### config.mk
export PLATFORM = sky130hd
export DESIGN_NAME = id_ex_stage_flat
export DESIGN_NICKNAME = d
export VERILOG_FILES = /design/src/rtl/mips_pkg.sv /design/src/rtl/id_ex_stage_if.sv /design/src/rtl/alu_ctrl_decode.sv /design/src/rtl/id_ex_stage.sv /design/src/flat_wrapper.sv
export SDC_FILE = /design/constraint.sdc
export NUM_CORES = 1
export LEC_CHECK = 0
export CAP_MARGIN = 10
export CORE_AREA = 2 2 148 136
export CTS_CLUSTER_DIAMETER = 80
export DETAILED_ROUTE_END_ITERATION = 10
export DIE_AREA = 0 0 150 138
export GPL_ROUTABILITY_DRIVEN = 0
export PLACE_DENSITY = 0.87
export SYNTH_ARGS = -nofsm -noshare
export SYNTH_HDL_FRONTEND = slang
export SYNTH_SLANG_ARGS = --single-unit
### constraint.sdc
create_clock -name clk -period 2.1 [get_ports clk]
set_clock_uncertainty 0.05 [all_clocks]
set_input_delay 0.315 -clock clk [delete_from_list [all_inputs] [get_ports clk]]
set_output_delay 0.315 -clock clk [all_outputs]
set_load 0.1 [all_outputs]
### src/rtl/mips_pkg.sv
// Shared MIPS datapath definitions: ALU control codes, ALU-op classes, funct
// values and the ID/EX pipeline register layout.
package mips_pkg;

  typedef enum logic [3:0] {
    ALU_AND     = 4'b0000,
    ALU_OR      = 4'b0001,
    ALU_ADD     = 4'b0010,
    ALU_SUB     = 4'b0110,
    ALU_SLT     = 4'b0111,
    ALU_SLL     = 4'b1001,
    ALU_SRL     = 4'b1010,
    ALU_XOR     = 4'b1011,
    ALU_NOR     = 4'b1100,
    ALU_INVALID = 4'b1111
  } alu_ctrl_e;

  typedef enum logic [1:0] {
    ALUOP_ADD   = 2'b00,
    ALUOP_SUB   = 2'b01,
    ALUOP_RTYPE = 2'b10,
    ALUOP_OR    = 2'b11
  } alu_op_e;

  localparam logic [5:0] FUNCT_SLL  = 6'h00;
  localparam logic [5:0] FUNCT_SRL  = 6'h02;
  localparam logic [5:0] FUNCT_ADD  = 6'h20;
  localparam logic [5:0] FUNCT_ADDU = 6'h21;
  localparam logic [5:0] FUNCT_SUB  = 6'h22;
  localparam logic [5:0] FUNCT_SUBU = 6'h23;
  localparam logic [5:0] FUNCT_AND  = 6'h24;
  localparam logic [5:0] FUNCT_OR   = 6'h25;
  localparam logic [5:0] FUNCT_XOR  = 6'h26;
  localparam logic [5:0] FUNCT_NOR  = 6'h27;
  localparam logic [5:0] FUNCT_SLT  = 6'h2A;

  // All-zero value of this struct is the bubble.
  typedef struct packed {
    logic        valid;
    logic        regwrite;
    logic        memread;
    logic        memwrite;
    logic        memtoreg;
    logic        branch;
    logic        alusrc;
    logic [3:0]  alu_ctrl;
    logic [4:0]  shamt;
    logic [4:0]  rs;
    logic [4:0]  rt;
    logic [4:0]  write_reg;
    logic [31:0] rd1;
    logic [31:0] rd2;
    logic [31:0] imm;
  } ex_entry_t;

endpackage

### src/rtl/id_ex_stage_if.sv
// Decode-to-execute bundle plus the MEM/WB forwarding sources.
// idValid qualifies the decode bundle; when stall is 1 the bundle is not
// accepted at that edge and decode must hold it unchanged for the next cycle.
interface id_ex_stage_if;
  import mips_pkg::*;

  logic        flush;
  logic        idValid, idRegWrite, idMemRead, idMemWrite, idMemToReg;
  logic        idBranch, idAluSrc, idRegDst;
  logic [1:0]  idAluOp;
  logic [5:0]  idFunct;
  logic [4:0]  idShamt;
  logic [4:0]  idRs, idRt, idRd;
  logic [31:0] idReadData1, idReadData2, idImm;
  logic        memRegWrite;
  logic [4:0]  memWriteReg;
  logic [31:0] memAluResult;
  logic        wbRegWrite;
  logic [4:0]  wbWriteReg;
  logic [31:0] wbWriteData;

  logic        stall;
  logic [31:0] exAluIn1, exAluIn2, exStoreData;
  logic [3:0]  exAluControl;
  logic [4:0]  exShamt;
  logic [4:0]  exWriteReg;
  logic        exValid, exRegWrite, exMemRead, exMemWrite, exMemToReg, exBranch;

  modport master (
    output flush, idValid, idRegWrite, idMemRead, idMemWrite, idMemToReg,
           idBranch, idAluSrc, idRegDst, idAluOp, idFunct, idShamt,
           idRs, idRt, idRd, idReadData1, idReadData2, idImm,
           memRegWrite, memWriteReg, memAluResult,
           wbRegWrite, wbWriteReg, wbWriteData,
    input  stall, exAluIn1, exAluIn2, exStoreData, exAluControl, exShamt,
           exWriteReg, exValid, exRegWrite, exMemRead, exMemWrite,
           exMemToReg, exBranch
  );

  modport slave (
    input  flush, idValid, idRegWrite, idMemRead, idMemWrite, idMemToReg,
           idBranch, idAluSrc, idRegDst, idAluOp, idFunct, idShamt,
           idRs, idRt, idRd, idReadData1, idReadData2, idImm,
           memRegWrite, memWriteReg, memAluResult,
           wbRegWrite, wbWriteReg, wbWriteData,
    output stall, exAluIn1, exAluIn2, exStoreData, exAluControl, exShamt,
           exWriteReg, exValid, exRegWrite, exMemRead, exMemWrite,
           exMemToReg, exBranch
  );

endinterface

### src/rtl/alu_ctrl_decode.sv
// ALU-op class plus funct to 4-bit ALU control code. Purely combinational;
// shared with the single-cycle datapath.
module alu_ctrl_decode
  import mips_pkg::*;
(
  input  logic [1:0] alu_op,
  input  logic [5:0] funct,
  output logic [3:0] alu_ctrl
);

  always_comb begin
    alu_ctrl = ALU_INVALID;
    case (alu_op)
      ALUOP_ADD: alu_ctrl = ALU_ADD;
      ALUOP_SUB: alu_ctrl = ALU_SUB;
      ALUOP_OR:  alu_ctrl = ALU_OR;
      ALUOP_RTYPE: begin
        case (funct)
          FUNCT_ADD, FUNCT_ADDU: alu_ctrl = ALU_ADD;
          FUNCT_SUB, FUNCT_SUBU: alu_ctrl = ALU_SUB;
          FUNCT_AND:             alu_ctrl = ALU_AND;
          FUNCT_OR:              alu_ctrl = ALU_OR;
          FUNCT_XOR:             alu_ctrl = ALU_XOR;
          FUNCT_NOR:             alu_ctrl = ALU_NOR;
          FUNCT_SLT:             alu_ctrl = ALU_SLT;
          FUNCT_SLL:             alu_ctrl = ALU_SLL;
          FUNCT_SRL:             alu_ctrl = ALU_SRL;
          default:               alu_ctrl = ALU_INVALID;
        endcase
      end
      default: alu_ctrl = ALU_INVALID;
    endcase
  end

endmodule

### src/rtl/id_ex_stage.sv
// ID/EX pipeline register with ALU control decode, EX operand forwarding
// from MEM/WB, load-use hazard detection and flush handling.
module id_ex_stage
  import mips_pkg::*;
(
  input logic          clk,
  input logic          rst_n,
  id_ex_stage_if.slave bus
);

  ex_entry_t   ex_q, ex_d;
  logic [3:0]  dec_ctrl;
  logic        hazard;
  logic [31:0] fwd_rs, fwd_rt;

  alu_ctrl_decode u_alu_ctrl_decode (
    .alu_op   (bus.idAluOp),
    .funct    (bus.idFunct),
    .alu_ctrl (dec_ctrl)
  );

  // A load in EX whose destination is read by the instruction in ID.
  assign hazard = ex_q.valid & ex_q.memread & (ex_q.write_reg != 5'd0) &
                  ((ex_q.write_reg == bus.idRs) | (ex_q.write_reg == bus.idRt)) &
                  bus.idValid;
  assign bus.stall = hazard;

  always_comb begin
    ex_d = '0;
    if (!bus.flush && !hazard) begin
      ex_d.valid     = bus.idValid;
      ex_d.regwrite  = bus.idRegWrite;
      ex_d.memread   = bus.idMemRead;
      ex_d.memwrite  = bus.idMemWrite;
      ex_d.memtoreg  = bus.idMemToReg;
      ex_d.branch    = bus.idBranch;
      ex_d.alusrc    = bus.idAluSrc;
      ex_d.alu_ctrl  = dec_ctrl;
      ex_d.shamt     = bus.idShamt;
      ex_d.rs        = bus.idRs;
      ex_d.rt        = bus.idRt;
      ex_d.write_reg = bus.idRegDst ? bus.idRd : bus.idRt;
      ex_d.rd1       = bus.idReadData1;
      ex_d.rd2       = bus.idReadData2;
      ex_d.imm       = bus.idImm;
    end
  end

  always_ff @(posedge clk or negedge rst_n) begin
    if (!rst_n) ex_q <= '0;
    else        ex_q <= ex_d;
  end

  // MEM is the younger producer, so it wins over WB; $0 never forwards.
  always_comb begin
    fwd_rs = ex_q.rd1;
    if (bus.memRegWrite && (bus.memWriteReg != 5'd0) && (bus.memWriteReg == ex_q.rs))
      fwd_rs = bus.memAluResult;
    else if (bus.wbRegWrite && (bus.wbWriteReg != 5'd0) && (bus.wbWriteReg == ex_q.rs))
      fwd_rs = bus.wbWriteData;

    fwd_rt = ex_q.rd2;
    if (bus.memRegWrite && (bus.memWriteReg != 5'd0) && (bus.memWriteReg == ex_q.rt))
      fwd_rt = bus.memAluResult;
    else if (bus.wbRegWrite && (bus.wbWriteReg != 5'd0) && (bus.wbWriteReg == ex_q.rt))
      fwd_rt = bus.wbWriteData;
  end

  assign bus.exAluIn1     = fwd_rs;
  assign bus.exAluIn2     = ex_q.alusrc ? ex_q.imm : fwd_rt;
  assign bus.exStoreData  = fwd_rt;
  assign bus.exAluControl = ex_q.alu_ctrl;
  assign bus.exShamt      = ex_q.shamt;
  assign bus.exWriteReg   = ex_q.write_reg;
  assign bus.exValid      = ex_q.valid;
  assign bus.exRegWrite   = ex_q.regwrite;
  assign bus.exMemRead    = ex_q.memread;
  assign bus.exMemWrite   = ex_q.memwrite;
  assign bus.exMemToReg   = ex_q.memtoreg;
  assign bus.exBranch     = ex_q.branch;

endmodule

### src/flat_wrapper.sv
// flat-port wrapper written by rule: the top's interface ports become plain ports
module id_ex_stage_flat import mips_pkg::*;
  (clk, rst_n, bus_flush, bus_idValid, bus_idRegWrite, bus_idMemRead, bus_idMemWrite, bus_idMemToReg, bus_idBranch, bus_idAluSrc, bus_idRegDst, bus_idAluOp, bus_idFunct, bus_idShamt, bus_idRs, bus_idRt, bus_idRd, bus_idReadData1, bus_idReadData2, bus_idImm, bus_memRegWrite, bus_memWriteReg, bus_memAluResult, bus_wbRegWrite, bus_wbWriteReg, bus_wbWriteData, bus_stall, bus_exAluIn1, bus_exAluIn2, bus_exStoreData, bus_exAluControl, bus_exShamt, bus_exWriteReg, bus_exValid, bus_exRegWrite, bus_exMemRead, bus_exMemWrite, bus_exMemToReg, bus_exBranch);
  id_ex_stage_if bus_i ();
  input logic clk;
  input logic rst_n;
  input wire logic [$bits(bus_i.flush)-1:0] bus_flush;
  input wire logic [$bits(bus_i.idValid)-1:0] bus_idValid;
  input wire logic [$bits(bus_i.idRegWrite)-1:0] bus_idRegWrite;
  input wire logic [$bits(bus_i.idMemRead)-1:0] bus_idMemRead;
  input wire logic [$bits(bus_i.idMemWrite)-1:0] bus_idMemWrite;
  input wire logic [$bits(bus_i.idMemToReg)-1:0] bus_idMemToReg;
  input wire logic [$bits(bus_i.idBranch)-1:0] bus_idBranch;
  input wire logic [$bits(bus_i.idAluSrc)-1:0] bus_idAluSrc;
  input wire logic [$bits(bus_i.idRegDst)-1:0] bus_idRegDst;
  input wire logic [$bits(bus_i.idAluOp)-1:0] bus_idAluOp;
  input wire logic [$bits(bus_i.idFunct)-1:0] bus_idFunct;
  input wire logic [$bits(bus_i.idShamt)-1:0] bus_idShamt;
  input wire logic [$bits(bus_i.idRs)-1:0] bus_idRs;
  input wire logic [$bits(bus_i.idRt)-1:0] bus_idRt;
  input wire logic [$bits(bus_i.idRd)-1:0] bus_idRd;
  input wire logic [$bits(bus_i.idReadData1)-1:0] bus_idReadData1;
  input wire logic [$bits(bus_i.idReadData2)-1:0] bus_idReadData2;
  input wire logic [$bits(bus_i.idImm)-1:0] bus_idImm;
  input wire logic [$bits(bus_i.memRegWrite)-1:0] bus_memRegWrite;
  input wire logic [$bits(bus_i.memWriteReg)-1:0] bus_memWriteReg;
  input wire logic [$bits(bus_i.memAluResult)-1:0] bus_memAluResult;
  input wire logic [$bits(bus_i.wbRegWrite)-1:0] bus_wbRegWrite;
  input wire logic [$bits(bus_i.wbWriteReg)-1:0] bus_wbWriteReg;
  input wire logic [$bits(bus_i.wbWriteData)-1:0] bus_wbWriteData;
  output wire logic [$bits(bus_i.stall)-1:0] bus_stall;
  output wire logic [$bits(bus_i.exAluIn1)-1:0] bus_exAluIn1;
  output wire logic [$bits(bus_i.exAluIn2)-1:0] bus_exAluIn2;
  output wire logic [$bits(bus_i.exStoreData)-1:0] bus_exStoreData;
  output wire logic [$bits(bus_i.exAluControl)-1:0] bus_exAluControl;
  output wire logic [$bits(bus_i.exShamt)-1:0] bus_exShamt;
  output wire logic [$bits(bus_i.exWriteReg)-1:0] bus_exWriteReg;
  output wire logic [$bits(bus_i.exValid)-1:0] bus_exValid;
  output wire logic [$bits(bus_i.exRegWrite)-1:0] bus_exRegWrite;
  output wire logic [$bits(bus_i.exMemRead)-1:0] bus_exMemRead;
  output wire logic [$bits(bus_i.exMemWrite)-1:0] bus_exMemWrite;
  output wire logic [$bits(bus_i.exMemToReg)-1:0] bus_exMemToReg;
  output wire logic [$bits(bus_i.exBranch)-1:0] bus_exBranch;
  assign bus_i.flush = bus_flush;
  assign bus_i.idValid = bus_idValid;
  assign bus_i.idRegWrite = bus_idRegWrite;
  assign bus_i.idMemRead = bus_idMemRead;
  assign bus_i.idMemWrite = bus_idMemWrite;
  assign bus_i.idMemToReg = bus_idMemToReg;
  assign bus_i.idBranch = bus_idBranch;
  assign bus_i.idAluSrc = bus_idAluSrc;
  assign bus_i.idRegDst = bus_idRegDst;
  assign bus_i.idAluOp = bus_idAluOp;
  assign bus_i.idFunct = bus_idFunct;
  assign bus_i.idShamt = bus_idShamt;
  assign bus_i.idRs = bus_idRs;
  assign bus_i.idRt = bus_idRt;
  assign bus_i.idRd = bus_idRd;
  assign bus_i.idReadData1 = bus_idReadData1;
  assign bus_i.idReadData2 = bus_idReadData2;
  assign bus_i.idImm = bus_idImm;
  assign bus_i.memRegWrite = bus_memRegWrite;
  assign bus_i.memWriteReg = bus_memWriteReg;
  assign bus_i.memAluResult = bus_memAluResult;
  assign bus_i.wbRegWrite = bus_wbRegWrite;
  assign bus_i.wbWriteReg = bus_wbWriteReg;
  assign bus_i.wbWriteData = bus_wbWriteData;
  assign bus_stall = bus_i.stall;
  assign bus_exAluIn1 = bus_i.exAluIn1;
  assign bus_exAluIn2 = bus_i.exAluIn2;
  assign bus_exStoreData = bus_i.exStoreData;
  assign bus_exAluControl = bus_i.exAluControl;
  assign bus_exShamt = bus_i.exShamt;
  assign bus_exWriteReg = bus_i.exWriteReg;
  assign bus_exValid = bus_i.exValid;
  assign bus_exRegWrite = bus_i.exRegWrite;
  assign bus_exMemRead = bus_i.exMemRead;
  assign bus_exMemWrite = bus_i.exMemWrite;
  assign bus_exMemToReg = bus_i.exMemToReg;
  assign bus_exBranch = bus_i.exBranch;
  id_ex_stage u_core (.clk(clk), .rst_n(rst_n), .bus(bus_i));
endmodule
==> summary.txt <==
Result of the run = finished, violations left
Violations in the final reports = setup timing
Largest fanout on the critical path = 17
Post-synthesis cell type count = 43
Critical Path Source = bus_wbWriteReg[3]
Static leakage power = 6.23 nW
Via density per instance = 5.56
Type of the worst setup path = primary input to output pin
Final wirelength = 35.9 mm
Iteration count of the initial detailed-routing pass = 7
Time the final worst path needs with I/O delays and setup = 3.11 ns
CTS clock-pin slew for the worst setup and hold paths = 0.06 ns
Setup crit end = bus_exAluIn2[15]
Total GRT Usage = 33.6%
Actual slew at the worst max-slew pin = 0.570 ns
Die Ht = 138 µm
Arr. time, crit path = 2.74 ns
Kind of path behind the tightest hold check = primary input to asynchronous set/reset pin
Required @ worst endpoint = 1.74 ns
Dominant cells by area after synthesis = dfrtp_1 (43%), and2_1 (10%), o31ai_4 (5.8%), mux2i_1 (5.0%), mux2_2 (4.7%)
Part of the Yosys area used for sequential elements = 43.1%
Port Buffers = 327
Most numerous cell on the critical path = buf_12
Total Die Area = 20700 µm²
Cell chain of the critical path = clkdlybuf4s50_1 -> xor2_1 -> or4b_4 -> buf_12 -> o31ai_4 -> a31oi_4 -> mux2_4 -> buf_12
Layout Utilization = 81.2%
Pin count of the biggest net entering global routing = 48
Cell with the largest stage delay on the worst path = or4b_4
Deepest clock path buffer count = 2
Worst-case headroom to the max-slew limit = 61.9%
RSZ-0062 raised after global routing = true
Final setup violation count = 97
Die span in x = 150 µm
CTS Sinks = 127
Most common library cell in the layout ignoring fill and taps = clkdlybuf4s50_1
Standard-cell rows = 49
Post-Syn Nets = 949
Post-synth EDFFs = 0
Final worst path period share = 148%
Ys flop type = dfrtp_1
Layout area overhead = 114%
Highest achievable clock rate = 322 MHz
Register area = 3190 µm²
Overall power = 9.52 mW
Post-detail-place hpwl = 23.1 mm
Iter 0 DRT Violations = 505
Cell Area, Placed = 13800 µm²
Total placed cells including tap cells = 1362
Final setup margin = -1.01 ns
Core area = 19400 µm²
Number of I/O pins = 328
Starting Density = 38.0%
Post-synth design cell area = 7370 µm²
Wire length of the first global-routing pass = 52.2 mm
Via count = 7972
Peak VDD IR = 0.000519 V
Num CTS Buffers = 17
Total number of nets in the final design = 1372
Post-synthesis average cell area = 9.98 µm²
Maxcap violations = 0
Clock insertion delay at the later pin of the skew report = 0.41 ns
Seq cells post-synth = 127
Areal power density over the cells = 605 nW/µm²
Startpoint of the lowest-slack register-to-register path = u_core.bus.exWriteReg[2]$_DFF_PN0_
Buffer type at the clock tree root = clkbuf_16
Remaining number of nets flagged by the antenna check after routing = 0
Initial antenna violation count = 4
Number of cells on the worst reg-to-reg path = 7
Share of the synthesized area in the top cell type = 43.1%
Final instance area = 15700 µm²
CTS H-tree depth = 4
Count of yosys warnings during synthesis = 0
Reg-to-Reg End = u_core.ex_q[71]$_DFF_PN0_
Multi-input gate area in the final layout = 5610 µm²
Layout filler cell count = 1037
Async set-reset flop share out of synthesis = 100%
Non-filler cells in the finished layout = 1433
Fin. max-slew vios = 0
Type of origin of the critical path = primary input
Clock tree from TritonCTS = yes
Most used cells in the layout excluding fill and tap cells = clkdlybuf4s50_1 (199), buf_12 (123), dfrtp_1 (121)
Number of design rule violations left after detail routing = 0
Number of failing hold endpoints at the final stage = 0
Remaining global-route overflow = 0
Detail-routed net length per standard cell = 25.0 µm
Share of cells above drive strength 1 = 46.2%
Number of global-route vias before repair = 8782
Reg2reg setup slack = 0.06 ns
Leading area contributor after synthesis = dfrtp_1
Max stage delay on crit path = 0.61 ns
Category of the worst setup path capture point = output pin
Number of standard cells after synthesis = 738
synthesized netlist by cell type, types with 2 or more instances:
cell	count
mux2_2	31
nand2_1	35
nor4_1	33
nand3_1	33
or4_1	3
buf_2	13
mux2i_1	37
nor2_1	40
buf_4	17
clkbuf_1	43
buf_6	5
a31oi_1	32
buf_1	5
dfrtp_1	127
and2_1	120
xor2_1	20
o31ai_2	10
nand4_1	2
o31ai_4	20
o21ai_0	4
xnor2_1	11
a21oi_1	33
inv_1	3
nor3_1	41
o31ai_1	2
registers in the layout (all words and copies together), names as in the netlist:
name / count
u_core.bus.exAluControl: 4
u_core.bus.exShamt: 5
u_core.bus.exMemToReg: 1
u_core.ex_q: 107
u_core.bus.exMemRead: 1
u_core.bus.exWriteReg: 5
u_core.bus.exRegWrite: 1
u_core.bus.exValid: 1
u_core.bus.exMemWrite: 1
u_core.bus.exBranch: 1
area by class of cell:
type	instances	area share, %
sequential	127	20.2
clock buffer	18	2.79
clock inverter	14	0.676
inverter	3	0.0715
multi-input combinational	527	35.6
timing repair buffer	485	38.5
antenna	4	0.0636
tap	255	2.03
repair_timing:
| item | CTS | global route |
|---|---|---|
| gates cloned | 10 | 2 |
| setup endpoints to repair | 97 | 107 |
| pin swaps | 27 | 10 |
| endpoints found under the hold margin | 45 | 0 |
| hold buffers | 1 | 0 |
| buffers inserted | 17 | 9 |
| resized for setup | 157 | 50 |
routing by layer:
layer | track usage (%) | routed length [µm] | up-vias
met4 | 16.6 | 1970 | 0
met5 | 0 | 0 | -
met2 | 57.4 | 18000 | 474
li1 | - | - | 3447
met3 | 9.11 | 2970 | 131
met1 | 38.6 | 12900 | 3920
worst min-delay path by stage:
stage | startpoint | end | slack [ns] | cells past startpoint
after CTS | rst_n | u_core.ex_q[4]$_DFF_PN0_ | 0.37 | 2
final | rst_n | u_core.ex_q[9]$_DFF_PN0_ | 0.39 | 2
after global placement | rst_n | u_core.ex_q[74]$_DFF_PN0_ | 0.24 | 1
after global routing | bus_idReadData2[3] | u_core.ex_q[35]$_DFF_PN0_ | 0.40 | 2
after floorplan | rst_n | u_core.bus.exAluControl[0]$_DFF_PN0_ | -0.03 | 0
after detailed placement | rst_n | u_core.ex_q[4]$_DFF_PN0_ | 0.25 | 1
cell families (layout without fill, tap and decap cells):
family | Yosys count | after routing | share of synthesized area, %
simple gates | 316 | 318 | 23.4
compound gates | 109 | 109 | 13.9
other cells | 0 | 4 | 0
xor+xnor | 31 | 31 | 3.69
flops | 127 | 127 | 43.1
mux | 69 | 69 | 9.92
buf+inv | 86 | 520 | 5.98
power by group:
group	leakage, nW	internal [mW]	switching (mW)	total (mW)
sequential	1.63	2.58	0.0955	2.67
combinational	4.35	1.69	2.36	4.05
clock	0.260	1.56	1.24	2.80
total	6.23	5.82	3.69	9.52
stage by stage:
| stage | worst slack, ns | setup TNS (ns) | hold slack [ns] |
|---|---|---|---|
| 6_report | -1.01 | -78.79 | 0.386 |
| 5_1_grt | -1.06 | -83.73 | 0.398 |
| 4_1_cts | -0.945 | -76.08 | 0.374 |
| 3_5_place_dp | -1.00 | -98.69 | 0.254 |
| 3_3_place_gp | -0.933 | -85.07 | 0.240 |
| 2_1_floorplan | -0.759 | -40.82 | -0.0306 |
worst max-delay path, delay by kind of cell:
family	cells	cell delay, ns
buffers and inverters	3	0.88
XOR/XNOR	1	0.22
multiplexers	1	0.30
AO/OA/AOI/OAI	2	0.41
AND/OR/NAND/NOR	1	0.61
(Power assumes the default switching activity.)
